`config.mk`:
```
export PLATFORM = sky130hd
export DESIGN_NAME = ysyx_22040931_bru_flat
export DESIGN_NICKNAME = d
export VERILOG_FILES = /design/src/rtl/ysyx_22040931_bru_if.sv /design/src/rtl/ysyx_22040931_bru.sv /design/src/flat_wrapper.sv
export SDC_FILE = /design/constraint.sdc
export NUM_CORES = 1
export LEC_CHECK = 0
export BUFFER_PORTS_ARGS = -buffer_cell sky130_fd_sc_hd__buf_2
export CORE_MARGIN = 5
export CORE_UTILIZATION = 55
export DETAILED_ROUTE_END_ITERATION = 10
export GPL_TIMING_DRIVEN = 1
export PLACE_DENSITY = 0.82
export SLEW_MARGIN = 25
export SYNTH_ARGS = -nofsm -noshare
export SYNTH_HDL_FRONTEND = slang
export SYNTH_SLANG_ARGS = --single-unit
```
`constraint.sdc`:
```
create_clock -name clk -period 11.05 [get_ports clk]
set_clock_uncertainty 0.15 [all_clocks]
set_input_delay 1.6575 -clock clk [delete_from_list [all_inputs] [get_ports clk]]
set_output_delay 1.6575 -clock clk [all_outputs]
set_load 0.02 [all_outputs]
```
`src/rtl/ysyx_22040931_bru_if.sv`:
```
// EX-stage branch resolution bundle: fetch prediction port,
// branch request, registered resolution and perf counters.
interface ysyx_22040931_bru_if #(
  parameter int XLEN  = 64,
  parameter int CNT_W = 32
);
  logic [XLEN-1:0]  pred_pc;
  logic             pred_taken;
  logic             ex_valid;
  logic             ex_flush;
  logic [2:0]       ex_funct3;
  logic [XLEN-1:0]  ex_pc;
  logic [XLEN-1:0]  ex_imm;
  logic [XLEN-1:0]  ex_rs1;
  logic [XLEN-1:0]  ex_rs2;
  logic             ex_pred_taken;
  logic             res_valid;
  logic             res_taken;
  logic             res_mispredict;
  logic [XLEN-1:0]  res_redirect_pc;
  logic             res_illegal;
  logic [CNT_W-1:0] cnt_branch;
  logic [CNT_W-1:0] cnt_mispred;

  modport master (
    output pred_pc, ex_valid, ex_flush, ex_funct3,
    output ex_pc, ex_imm, ex_rs1, ex_rs2, ex_pred_taken,
    input  pred_taken, res_valid, res_taken, res_mispredict,
    input  res_redirect_pc, res_illegal, cnt_branch, cnt_mispred
  );

  modport slave (
    input  pred_pc, ex_valid, ex_flush, ex_funct3,
    input  ex_pc, ex_imm, ex_rs1, ex_rs2, ex_pred_taken,
    output pred_taken, res_valid, res_taken, res_mispredict,
    output res_redirect_pc, res_illegal, cnt_branch, cnt_mispred
  );
endinterface

```
`src/rtl/ysyx_22040931_bru.sv`:
```
// Branch resolution unit with bimodal 2-bit BHT and
// branch/mispredict performance counters.
module ysyx_22040931_bru #(
  parameter int XLEN    = 64,
  parameter int BHT_IDX = 6,
  parameter int CNT_W   = 32
) (
  input logic clk,
  input logic rst,
  ysyx_22040931_bru_if.slave bus
);
  localparam int NENT = 2 ** BHT_IDX;

  logic              acc;
  logic              upd;
  logic              eq;
  logic              lt;
  logic              ltu;
  logic              cond;
  logic              illegal;
  logic              mis;
  logic [XLEN-1:0]   target;
  logic [XLEN-1:0]   fall;
  logic [XLEN-1:0]   redirect;
  logic [BHT_IDX-1:0] ex_idx;
  logic [BHT_IDX-1:0] pd_idx;
  logic [1:0]        bht [NENT];
  logic [1:0]        bht_cur;
  logic [1:0]        bht_nxt;

  logic              r_valid;
  logic              r_taken;
  logic              r_mis;
  logic [XLEN-1:0]   r_pc;
  logic              r_ill;
  logic [CNT_W-1:0]  c_br;
  logic [CNT_W-1:0]  c_mis;

  logic unused_pc_bits;

  assign acc = bus.ex_valid & ~bus.ex_flush;
  assign upd = acc & ~illegal;

  assign eq  = bus.ex_rs1 == bus.ex_rs2;
  assign lt  = $signed(bus.ex_rs1) < $signed(bus.ex_rs2);
  assign ltu = bus.ex_rs1 < bus.ex_rs2;

  always_comb begin
    cond    = 1'b0;
    illegal = 1'b0;
    case (bus.ex_funct3)
      3'b000:  cond = eq;
      3'b001:  cond = ~eq;
      3'b100:  cond = lt;
      3'b101:  cond = ~lt;
      3'b110:  cond = ltu;
      3'b111:  cond = ~ltu;
      default: illegal = 1'b1;
    endcase
  end

  assign target   = bus.ex_pc + bus.ex_imm;
  assign fall     = bus.ex_pc + XLEN'(4);
  assign redirect = cond ? target : fall;
  assign mis      = ~illegal & (cond != bus.ex_pred_taken);

  assign ex_idx  = bus.ex_pc[BHT_IDX+1:2];
  assign pd_idx  = bus.pred_pc[BHT_IDX+1:2];
  assign bht_cur = bht[ex_idx];

  // Saturating 2-bit counter step
  always_comb begin
    bht_nxt = bht_cur;
    if (cond) begin
      if (bht_cur != 2'b11) bht_nxt = bht_cur + 2'b01;
    end else begin
      if (bht_cur != 2'b00) bht_nxt = bht_cur - 2'b01;
    end
  end

  always_ff @(posedge clk or posedge rst) begin
    if (rst) begin
      for (int i = 0; i < NENT; i++) bht[i] <= 2'b01;
    end else if (upd) begin
      bht[ex_idx] <= bht_nxt;
    end
  end

  always_ff @(posedge clk or posedge rst) begin
    if (rst) begin
      r_valid <= 1'b0;
      r_taken <= 1'b0;
      r_mis   <= 1'b0;
      r_pc    <= '0;
      r_ill   <= 1'b0;
    end else begin
      r_valid <= acc;
      if (acc) begin
        r_taken <= cond;
        r_mis   <= mis;
        r_pc    <= redirect;
        r_ill   <= illegal;
      end
    end
  end

  always_ff @(posedge clk or posedge rst) begin
    if (rst) begin
      c_br  <= '0;
      c_mis <= '0;
    end else if (upd) begin
      c_br <= c_br + CNT_W'(1);
      if (mis) c_mis <= c_mis + CNT_W'(1);
    end
  end

  assign bus.pred_taken      = bht[pd_idx][1];
  assign bus.res_valid       = r_valid;
  assign bus.res_taken       = r_taken;
  assign bus.res_mispredict  = r_mis;
  assign bus.res_redirect_pc = r_pc;
  assign bus.res_illegal     = r_ill;
  assign bus.cnt_branch      = c_br;
  assign bus.cnt_mispred     = c_mis;

  assign unused_pc_bits = ^{bus.pred_pc[XLEN-1:BHT_IDX+2],
                            bus.pred_pc[1:0]};
endmodule

```
`src/flat_wrapper.sv`:
```
// flat-port wrapper written by rule: the top's interface ports become plain ports
module ysyx_22040931_bru_flat 
#(
  parameter int XLEN    = 64,
  parameter int BHT_IDX = 6,
  parameter int CNT_W   = 32
)
  (clk, rst, bus_pred_pc, bus_ex_valid, bus_ex_flush, bus_ex_funct3, bus_ex_pc, bus_ex_imm, bus_ex_rs1, bus_ex_rs2, bus_ex_pred_taken, bus_pred_taken, bus_res_valid, bus_res_taken, bus_res_mispredict, bus_res_redirect_pc, bus_res_illegal, bus_cnt_branch, bus_cnt_mispred);
  ysyx_22040931_bru_if #(.XLEN(XLEN), .CNT_W(CNT_W)) bus_i ();
  input logic clk;
  input logic rst;
  input wire logic [$bits(bus_i.pred_pc)-1:0] bus_pred_pc;
  input wire logic [$bits(bus_i.ex_valid)-1:0] bus_ex_valid;
  input wire logic [$bits(bus_i.ex_flush)-1:0] bus_ex_flush;
  input wire logic [$bits(bus_i.ex_funct3)-1:0] bus_ex_funct3;
  input wire logic [$bits(bus_i.ex_pc)-1:0] bus_ex_pc;
  input wire logic [$bits(bus_i.ex_imm)-1:0] bus_ex_imm;
  input wire logic [$bits(bus_i.ex_rs1)-1:0] bus_ex_rs1;
  input wire logic [$bits(bus_i.ex_rs2)-1:0] bus_ex_rs2;
  input wire logic [$bits(bus_i.ex_pred_taken)-1:0] bus_ex_pred_taken;
  output wire logic [$bits(bus_i.pred_taken)-1:0] bus_pred_taken;
  output wire logic [$bits(bus_i.res_valid)-1:0] bus_res_valid;
  output wire logic [$bits(bus_i.res_taken)-1:0] bus_res_taken;
  output wire logic [$bits(bus_i.res_mispredict)-1:0] bus_res_mispredict;
  output wire logic [$bits(bus_i.res_redirect_pc)-1:0] bus_res_redirect_pc;
  output wire logic [$bits(bus_i.res_illegal)-1:0] bus_res_illegal;
  output wire logic [$bits(bus_i.cnt_branch)-1:0] bus_cnt_branch;
  output wire logic [$bits(bus_i.cnt_mispred)-1:0] bus_cnt_mispred;
  assign bus_i.pred_pc = bus_pred_pc;
  assign bus_i.ex_valid = bus_ex_valid;
  assign bus_i.ex_flush = bus_ex_flush;
  assign bus_i.ex_funct3 = bus_ex_funct3;
  assign bus_i.ex_pc = bus_ex_pc;
  assign bus_i.ex_imm = bus_ex_imm;
  assign bus_i.ex_rs1 = bus_ex_rs1;
  assign bus_i.ex_rs2 = bus_ex_rs2;
  assign bus_i.ex_pred_taken = bus_ex_pred_taken;
  assign bus_pred_taken = bus_i.pred_taken;
  assign bus_res_valid = bus_i.res_valid;
  assign bus_res_taken = bus_i.res_taken;
  assign bus_res_mispredict = bus_i.res_mispredict;
  assign bus_res_redirect_pc = bus_i.res_redirect_pc;
  assign bus_res_illegal = bus_i.res_illegal;
  assign bus_cnt_branch = bus_i.cnt_branch;
  assign bus_cnt_mispred = bus_i.cnt_mispred;
  ysyx_22040931_bru #(.XLEN(XLEN), .BHT_IDX(BHT_IDX), .CNT_W(CNT_W)) u_core (.clk(clk), .rst(rst), .bus(bus_i));
endmodule
```
==> out/results.txt, run 1 <==
Syn_area_per_cell: 9.09 um^2
EDFF count, synth: 0
Maximum clock path buffer count: 3
Final worst slack: 5040 ps
Max cap viols: 0
Core area: 34300 um^2
Startpoint types: input pin
Crit path kind: input pin to register
Initial Util: 0.552
Full die area: 38200 um^2
DRC Markers: 0
Number of setup violations in the final report: 0
Hold crit path type: register to register
Final ANT Viol Nets: 0
Clk sink count: 260
Die width: 196 um
Row count: 68
Post-Place Cells: 2862
Max Clk Rate: 0.166 GHz
Post-route cell area: 22300 um^2
Minimum clock period: 6010 ps
Final HPWL DP: 46200 um
Placement Cell Area: 21300 um^2
Status: finished, final reports clean
Initial antenna violation count: 7
Overall routed net length: 60900 um
Slew Viols, Final: 0
DRT iter0 DRCs: 1607
FFs w/ async S/R, synth: 1.00
Most common cell after layout, fill and taps aside: buf_2
Static Leak: 10.8 nW
Setup_tns: 0 ps
Crit end category: register
Crit path max fanout: 30
Int Power: 1.98 mW
Mapped Nets: 2541
Switching part of the total: 0.334
Top cells by area, synth: dfrtp_1 (26%), dfstp_2 (8.9%), ha_1 (8.6%), mux2_2 (8.3%), nand2_1 (5.0%)
Final hold violations: 0
Sequential share of the synthesized area: 0.348
Pin count of the biggest net entering global routing: 116
Non-Filler Instances: 2920
Measured slew at the worst slew-check pin: 1100 ps
Share of the synthesized area in the top cell type: 0.259
Warning count from the yosys run: 0
Seq pwr share: 0.386
Clock share of power: 0.330
Fraction of layout cells with a size suffix above 1: 0.288
H-tree Lvls: 1
Die Ht: 196 um
Net switching power: 0.991 mW
Placer Congestion: 1.00
Primary FF master, synth: dfrtp_1
Pwr dens: 133 nW/um^2
Syn Inst Count: 2082
Maximum VDD drop: 0.000116 V
GRT overflow: 0
Tot GR Track Use: 0.302
Area growth from synthesis to final layout: 17.6%
Gate power share: 0.284
Routed vias: 18.1k
Place WS: 4730 ps
Most frequent cells in the layout: buf_2 (402), nand2_1 (254), dfrtp_1 (196)
Post_cts resized: 0
DRT Pass-1 Iters: 6
CTS tree: built
CTS Hold Buffers Added: 0
Average routed wire per standard cell: 20.8 um
Nets: 2897
Worst EP required: 11380 ps
Clock root cell: clkbuf_16
CTS Buf Count: 29
# port buffers: 402
Fillers: 2767
RSZ-0062 raised after global routing: no
Fin crit share: 0.544
Slew HR: 0.264
Vias in the first global route: 17.8k
Synth cell types: 76
Vias per cell: 6.18
Count of state elements after synthesis: 260
Worst skew pair latency: 570 ps
I/O Pins: 461
Cell Area, Synth: 18900 um^2
Clock transition at the registers of the reported paths: 60 ps
CP Data Arrival Time: 6350 ps
Largest area contributor in the netlist: dfrtp_1
Global-route wire length before repair: 94700 um
Number of post-CTS setup repair buffers: 0
registers in the layout (all words and copies together), names as in the netlist:
name,cells
u_core.bus.res_redirect_pc,64
u_core.bus.res_illegal,1
u_core.bus.cnt_branch,32
u_core.bus.cnt_mispred,32
u_core.bus.res_valid,1
u_core.bus.res_mispredict,1
u_core.bht,128
u_core.bus.res_taken,1
cells by family after synthesis:
| logic type | count (synthesis) | synth area share |
|---|---|---|
| xor gates and xnor gates | 180 | 0.0844 |
| buffers and inverters | 192 | 0.0397 |
| AOI/OAI and AO/OA | 455 | 0.153 |
| DFF | 260 | 0.348 |
| muxes | 177 | 0.117 |
| and+or+nand+nor | 685 | 0.170 |
| adders and majority gates | 133 | 0.0880 |
cell usage after synthesis, drive strengths merged (22+ instances only):
library cell and n:
nand2 254, dfrtp 196, nor2 153, mux2 139, ha 130, a21oi 128, o21ai 124, xnor2 105
inv 99, xor2 74, clkbuf 70, dfstp 64, nand3 62, nand4 61, a21o 56, nor3 44
and3 24, buf 23, nor4 22
per-stage QoR:
step	hold WS, ps	util	total power [mW]
floorplan	341	-	1.69
global placement	305	0.621	1.96
detailed placement	312	0.621	1.99
CTS	326	0.649	2.97
global route	342	0.649	3.10
finish	322	0.649	2.97
final timing paths:
| check | cells past startpoint | slack [ps] | endpoint | from |
|---|---|---|---|---|
| setup reg to reg | 10 | 7480 | u_core.bht[74]$_DFFE_PP1P_ | u_core.bht[84]$_DFFE_PP1P_ |
| hold reg to reg | 2 | 320 | u_core.bus.res_illegal$_DFFE_PP0P_ | u_core.bus.res_illegal$_DFFE_PP0P_ |
| min in group asynchronous | 2 | 1110 | u_core.bus.cnt_branch[11]$_DFFE_PP0P_ | rst |
| max in group asynchronous | 3 | 8270 | u_core.bus.res_redirect_pc[39]$_DFFE_PP0P_ | rst |
| setup / recovery | 13 | 5040 | u_core.bus.res_redirect_pc[63]$_DFFE_PP0P_ | bus_ex_pc[4] |
| hold / removal | 2 | 320 | u_core.bus.res_illegal$_DFFE_PP0P_ | u_core.bus.res_illegal$_DFFE_PP0P_ |
cell type report:
class                   instances  area, um^2  share of cell area
multi-input cells            1630       11600               0.522
flip-flops and latches        260        6590               0.296
repair buffers                418        2140              0.0959
clock buffers                  43         838              0.0376
well taps                     455         569              0.0256
inverters                      99         379              0.0170
clock inverters                 9         126             0.00568
diodes                          6        15.0            0.000674
metal layers:
metal  vias up  wire [um]  GRT usage
met2       998      28500      0.497
met5         -         15          0
met4         2       2950      0.121
li1       8202          -          -
met1      8630      23600      0.392
met3       223       5790     0.0604
power groups by stage:
stage	clock network, mW	logic, mW	registers [mW]
3_5_place_dp	0	0.828	1.16
3_3_place_gp	0	0.807	1.15
5_1_grt	1.03	0.915	1.16
6_report	0.979	0.842	1.15
2_1_floorplan	0	0.461	1.23
4_1_cts	0.991	0.832	1.14
critical path, cell delays in order:
cell,delay [ps]
buf_2,550
and3_1,1010
nand2_1,440
nor4_1,390
buf_4,210
nand3_1,160
nor4_1,570
and2_1,310
and3_1,280
nand4_1,210
xor2_1,200
o31a_1,230
o21ai_0,70
(Power assumes the default switching activity.)
==> inputs of run 2 (changes only) <==
==> constraint.sdc (replaced) <==
create_clock -name clk -period 6.1 [get_ports clk]
set_clock_uncertainty 0.15 [all_clocks]
set_input_delay 0.915 -clock clk [delete_from_list [all_inputs] [get_ports clk]]
set_output_delay 0.915 -clock clk [all_outputs]
set_load 0.02 [all_outputs]
==> out/results.txt, run 2 (same netlist as run 1, synthesis figures left out) <==
Status: finished, final reports clean (unchanged)
Final HPWL DP: 45900 um (was 46200 um)
# port buffers: 402 (unchanged)
Global-route wire length before repair: 93400 um (was 94700 um)
Number of post-CTS setup repair buffers: 0 (unchanged)
Crit end category: register (unchanged)
H-tree Lvls: 1 (unchanged)
Largest register FFs: 128 (unchanged)
Fraction of layout cells with a size suffix above 1: 0.294 (was 0.288)
Total Power: 5.34 mW (was 2.97 mW)
Reg with most FFs: u_core.bht (unchanged)
Crit path max fanout: 10 (was 30)
Most common cell after layout, fill and taps aside: buf_2 (unchanged)
Placement Cell Area: 21400 um^2 (was 21300 um^2)
Final hold violations: 0 (unchanged)
Crit path kind: input pin to register (unchanged)
Worst EP required: 6370 ps (was 11380 ps)
Max cap viols: 0 (unchanged)
GR Util met2: 0.493 (was 0.497)
Met3 usage: 0.0581 (was 0.0604)
Number of setup violations in the final report: 0 (unchanged)
Clock transition at the registers of the reported paths: 70 ps (was 60 ps)
RSZ-0062 raised after global routing: no (unchanged)
Die Ht: 196 um (unchanged)
Startpoint types: input pin (unchanged)
Vias in the first global route: 17.7k (was 17.8k)
Hold crit path type: input pin to asynchronous set/reset pin (was register to register)
Worst skew pair latency: 560 ps (was 570 ps)
Final ANT Viol Nets: 0 (unchanged)
Fillers: 2774 (was 2767)
Setup_tns: 0 ps (unchanged)
Placer Congestion: 0.984 (was 1.00)
Hold Slack: 252 ps (was 322 ps)
CP max stage delay: 780 ps (was 1010 ps)
Pin count of the biggest net entering global routing: 156 (was 116)
Routed vias: 17.9k (was 18.1k)
Pwr dens: 239 nW/um^2 (was 133 nW/um^2)
Clock root cell: clkbuf_16 (unchanged)
Area growth from synthesis to final layout: 18.1% (was 17.6%)
Nets: 2907 (was 2897)
DRT iter0 DRCs: 1583 (was 1607)
Sequence of cells on the critical path: buf_2, inv_1, ha_1, nand4_1, or4_4, nand3b_1, or4_1, o221a_2, xnor3_1, o21ai_4, mux2i_1, nor3_1, xor2_1 (was buf_2, and3_1, nand2_1, nor4_1, buf_4, nand3_1, nor4_1, and2_1, and3_1, nand4_1, xor2_1, o31a_1, o21ai_0)
Slew Viols, Final: 0 (unchanged)
Die width: 196 um (unchanged)
Row count: 68 (unchanged)
I/O Pins: 461 (unchanged)
DRC Markers: 0 (unchanged)
Overall routed net length: 59900 um (was 60900 um)
Full die area: 38200 um^2 (unchanged)
Most frequent cells in the layout: buf_2 (402), nand2_1 (254), dfrtp_1 (196) (unchanged)
Max Clk Rate: 0.213 GHz
CTS Buf Count: 28 (was 29)
Vias per cell: 6.11 (was 6.18)
Tot GR Track Use: 0.298 (was 0.302)
Post_cts resized: 0 (unchanged)
Maximum clock path buffer count: 3 (unchanged)
Cell at the slowest stage of the critical path: mux2i_1 (was and3_1)
Place WS: 850 ps (was 4730 ps)
Core area: 34300 um^2 (unchanged)
Average routed wire per standard cell: 20.4 um (was 20.8 um)
Grt peak-use layer: met2 (unchanged)
CTS tree: built (unchanged)
Measured slew at the worst slew-check pin: 959 ps (was 1100 ps)
Post-route cell area: 22400 um^2 (was 22300 um^2)
Final worst slack: 1400 ps (was 5040 ps)
Slew HR: 0.357 (was 0.264)
Post-Place Cells: 2873 (was 2862)
Final Util: 0.652 (was 0.649)
Met1 Use GR: 0.383 (was 0.392)
Clk sink count: 260 (unchanged)
Minimum clock period: 4700 ps
GRT overflow: 0 (unchanged)
CP Data Arrival Time: 4970 ps (was 6350 ps)
Fin crit share: 0.770
DRT Pass-1 Iters: 6 (unchanged)
Maximum VDD drop: 0.000246 V (was 0.000116 V)
Initial antenna violation count: 11 (was 7)
Non-Filler Instances: 2934 (was 2920)
Static Leak: 10.8 nW (about the same)
Initial Util: 0.552 (unchanged)
CTS Hold Buffers Added: 0 (unchanged)
## run 2: changes by cell type in the layout (fill, tap and decap cells not counted), sizes merged
cell / previous run / this run
buf: 418 / 429
bufinv: 3 / 2
clkbuf: 43 / 37
clkinv: 5 / 8
clkinvlp: 1 / 4
diode: 6 / 9
inv: 99 / 100
## run 2: cell type report
cell class                      count  area, um^2  area share
Clock buffer                       37         796      0.0356
Clock inverter                     15         144     0.00644
Antenna cell                        9        22.5     0.00101
Timing Repair Buffer              429        2240       0.100
Tap cell                          455         569      0.0255
Sequential cell                   260        6590       0.295
Multi-Input combinational cell   1630       11600       0.520
Inverter                           99         375      0.0168
## run 2: path summary, 6_finish.rpt
path | startpoint | to | slack, ps | cells after the start
setup reg to reg | u_core.bht[59]$_DFFE_PP0P_ | u_core.bht[63]$_DFFE_PP0P_ | 3210 | 11
max in group asynchronous | rst | u_core.bus.res_redirect_pc[36]$_DFFE_PP0P_ | 4300 | 3
min in group clk | u_core.bus.res_redirect_pc[39]$_DFFE_PP0P_ | u_core.bus.res_redirect_pc[39]$_DFFE_PP0P_ | 320 | 2
hold / removal | rst | u_core.bht[93]$_DFFE_PP0P_ | 250 | 2
hold reg to reg | u_core.bus.res_redirect_pc[39]$_DFFE_PP0P_ | u_core.bus.res_redirect_pc[39]$_DFFE_PP0P_ | 320 | 2
setup / recovery | bus_ex_rs2[63] | u_core.bus.cnt_mispred[24]$_DFFE_PP0P_ | 1400 | 13
## run 2: metal layers
metal,vias to the layer above,share of wire
met3,192,0.091
met1,8575,0.39
met2,895,0.48
met5,-,0.00037
met4,4,0.044
li1,8249,-
## run 2: critical path, delay by kind of cell
family                   cells  cell delay [ps]
buffers and inverters        2              120
AO/OA/AOI/OAI                2              770
AND/OR/NAND/NOR              5             1600
adder cells (fa/ha/maj)      1              370
multiplexers                 1              780
XOR/XNOR                     2              400
## run 2: power breakdown
part           internal, mW  total (mW)  leakage [nW]  switching [mW]
sequential             1.93        2.08          3.22           0.145
clock                  1.01        1.73         0.460           0.724
combinational         0.586        1.53          7.12           0.945
total                  3.52        5.34          10.8            1.81
==> inputs of run 3 (changes only) <==
--- a/config.mk
+++ b/config.mk
@@ -5,12 +5,13 @@
 export SDC_FILE = /design/constraint.sdc
 export NUM_CORES = 1
 export LEC_CHECK = 0
+export ABC_AREA = 1
 export BUFFER_PORTS_ARGS = -buffer_cell sky130_fd_sc_hd__buf_2
 export CORE_MARGIN = 5
-export CORE_UTILIZATION = 55
+export CORE_UTILIZATION = 57
 export DETAILED_ROUTE_END_ITERATION = 10
 export GPL_TIMING_DRIVEN = 1
-export PLACE_DENSITY = 0.82
+export PLACE_DENSITY = 0.83
 export SLEW_MARGIN = 25
 export SYNTH_ARGS = -nofsm -noshare
 export SYNTH_HDL_FRONTEND = slang
==> constraint.sdc (replaced) <==
create_clock -name clk -period 4.55 [get_ports clk]
set_clock_uncertainty 0.15 [all_clocks]
set_input_delay 0.6825 -clock clk [delete_from_list [all_inputs] [get_ports clk]]
set_output_delay 0.6825 -clock clk [all_outputs]
set_load 0.02 [all_outputs]
==> out/results.txt, run 3 <==
Sequential share of the synthesized area: 0.298 (was 0.348)
Full die area: 42800 um^2 (was 38200 um^2)
CTS Buf Count: 30 (was 28)
Vias per cell: 5.62 (was 6.11)
Most common cell after layout, fill and taps aside: nand2_1 (was buf_2)
Initial Util: 0.574 (was 0.552)
Status: finished, final reports clean (unchanged)
Syn_area_per_cell: 6.54 um^2 (was 9.09 um^2)
Row count: 72 (was 68)
Maximum VDD drop: 0.000355 V (was 0.000246 V)
Synth cell types: 57 (was 76)
CTS Hold Buffers Added: 0 (unchanged)
Reg2reg path depth: 10 (was 11)
Maximum clock path buffer count: 3 (unchanged)
Setup_tns: 0 ps (unchanged)
DRT iter0 DRCs: 2386 (was 1583)
Reg with most FFs: u_core.bht (unchanged)
Reg-to-reg slack, setup: 1910 ps (was 3210 ps)
Crit path kind: input pin to output port (was input pin to register)
Mapped Nets: 3836 (was 2541)
CTS tree: built (unchanged)
Number of setup violations in the final report: 0 (unchanged)
# port buffers: 402 (unchanged)
Worst skew pair latency: 570 ps (was 560 ps)
Crit path max fanout: 18 (was 10)
DRT Pass-1 Iters: 6 (unchanged)
Core area: 38500 um^2 (was 34300 um^2)
Startpoint types: input pin (unchanged)
Clock root cell: clkbuf_16 (unchanged)
Final ANT Viol Nets: 0 (unchanged)
CP Data Arrival Time: 2740 ps (was 4970 ps)
Largest area contributor in the netlist: dfrtp_1 (unchanged)
Worst EP required: 3720 ps (was 6370 ps)
Worst R2R End: u_core.bus.cnt_mispred[26]$_DFFE_PP0P_ (was u_core.bht[63]$_DFFE_PP0P_)
RSZ-0062 raised after global routing: no (unchanged)
Pin count of the biggest net entering global routing: 160 (was 156)
Hold crit path type: input pin to asynchronous set/reset pin (unchanged)
Final HPWL DP: 63400 um (was 45900 um)
Final hold violations: 0 (unchanged)
DRC Markers: 0 (unchanged)
Critical R2R Launch: u_core.bus.cnt_mispred[0]$_DFFE_PP0P_ (was u_core.bht[59]$_DFFE_PP0P_)
Static Leak: 13.3 nW (was 10.8 nW)
Pwr dens: 284 nW/um^2 (was 239 nW/um^2)
Primary FF master, synth: dfrtp_1 (unchanged)
Die width: 207 um (was 196 um)
Minimum clock period: 3580 ps
Initial antenna violation count: 1 (was 11)
Hold Slack: 169 ps (was 252 ps)
Slew HR: 0.355 (was 0.357)
Fin crit share: 0.786
Average routed wire per standard cell: 18.7 um (was 20.4 um)
Warning count from the yosys run: 0 (unchanged)
Routed vias: 24.2k (was 17.9k)
Top cells by count, synth: nand2_1 (1158), inv_1 (416), nor2_1 (370) (was nand2_1 (254), dfrtp_1 (196), nor2_1 (153))
Max Clk Rate: 0.280 GHz
Slew Viols, Final: 0 (unchanged)
Post_cts resized: 0 (unchanged)
Max cap viols: 0 (unchanged)
Placer Congestion: 1.01 (was 0.984)
Syn Inst Count: 3377 (was 2082)
GRT overflow: 0 (unchanged)
Fraction of layout cells with a size suffix above 1: 0.158 (was 0.294)
Die Ht: 207 um (was 196 um)
H-tree Lvls: 1 (unchanged)
Count of state elements after synthesis: 260 (unchanged)
Cell Area, Synth: 22100 um^2 (was 18900 um^2)
Measured slew at the worst slew-check pin: 967 ps (was 959 ps)
Clock transition at the registers of the reported paths: 60 ps (was 70 ps)
Area growth from synthesis to final layout: 15.5% (was 18.1%)
Global-route wire length before repair: 123000 um (was 93400 um)
EDFF count, synth: 0 (unchanged)
Nets: 4218 (was 2907)
FFs w/ async S/R, synth: 1.00 (unchanged)
Clk sink count: 260 (unchanged)
Overall routed net length: 80700 um (was 59900 um)
Crit end category: output port (was register)
Most common cell in the netlist: nand2_1 (unchanged)
Tot GR Track Use: 0.362 (was 0.298)
Share of the synthesized area in the top cell type: 0.222 (was 0.259)
Vias in the first global route: 22.8k (was 17.7k)
I/O Pins: 461 (unchanged)
Largest register FFs: 128 (unchanged)
Top cells by area, synth: dfrtp_1 (22%), nand2_1 (20%), dfstp_2 (7.6%), ha_1 (7.4%), inv_1 (7.1%) (was dfrtp_1 (26%), dfstp_2 (8.9%), ha_1 (8.6%), mux2_2 (8.3%), nand2_1 (5.0%))
Most frequent cells in the layout: nand2_1 (1157), inv_1 (414), buf_2 (402) (was buf_2 (402), nand2_1 (254), dfrtp_1 (196))
Number of post-CTS setup repair buffers: 0 (unchanged)
[run 3: stage by stage]
step	utilization	setup slack (ps)	area (um^2)	total power [mW]	instances
after global placement	0.637	856	24500	4.80	4245
after global routing	0.663	837	25500	7.59	4302
after detailed placement	0.637	817	24500	4.82	4245
after CTS	0.663	1060	25500	7.23	4301
final	0.663	973	25500	7.24	4302
after floorplan	-	342	22100	4.03	3377
[run 3: worst max-delay path, stage by stage]
cell and delay [ps]:
buf_2 230, inv_1 470, o21ai_0 180, o22ai_1 270, o21ai_0 130, o22ai_1 140, nor2_1 60, o31ai_1 350
buf_2 240
[run 3: worst max-delay path by stage]
stage	from	endpoint	slack (ps)	cells after the start
final	bus_pred_pc[3]	bus_pred_taken	970	9
after global routing	bus_pred_pc[3]	bus_pred_taken	840	9
after CTS	bus_pred_pc[3]	bus_pred_taken	1060	9
after global placement	bus_ex_rs2[41]	u_core.bus.cnt_mispred[19]$_DFFE_PP0P_	860	18
after floorplan	rst	u_core.bht[101]$_DFFE_PP0P_	340	1
after detailed placement	bus_ex_rs2[41]	u_core.bus.res_mispredict$_DFFE_PP0P_	820	17
[run 3: area by class of cell]
class                      count  area, um^2
timing repair buffer         432        2270
fill                        3619       13000
tap                          518         648
inverter                     435        1640
antenna                        1        2.50
multi-input combinational   2600       13400
clock buffer                  48         898
clock inverter                 8        85.1
sequential                   260        6590
[run 3: cell families (layout without fill, tap and decap cells)]
group / Yosys count / count (layout) / share of synthesized area
other: 0 / 1 / 0
adders and majority gates: 131 / 131 / 0.0746
AOI/OAI and AO/OA: 402 / 402 / 0.106
and+or+nand+nor: 1902 / 1902 / 0.358
xor gates and xnor gates: 165 / 165 / 0.0654
DFF: 260 / 260 / 0.298
buffers and inverters: 517 / 923 / 0.0973
[run 3: metal layers]
metal / wire length (um) / track usage / vias up
li1: - / - / 11646
met1: 32400 / 0.491 / 11119
met2: 36800 / 0.592 / 1214
met3: 8250 / 0.0580 / 199
met4: 3240 / 0.128 / 0
met5: 0 / 0 / -
[run 3: where the power goes]
group          internal (mW)  switching (mW)  total, mW  leakage [nW]
Clock                   1.41            1.00       2.41         0.482
Sequential              2.53           0.151       2.68          3.24
Combinational          0.692            1.46       2.16          9.57
Total                   4.63            2.62       7.24          13.3
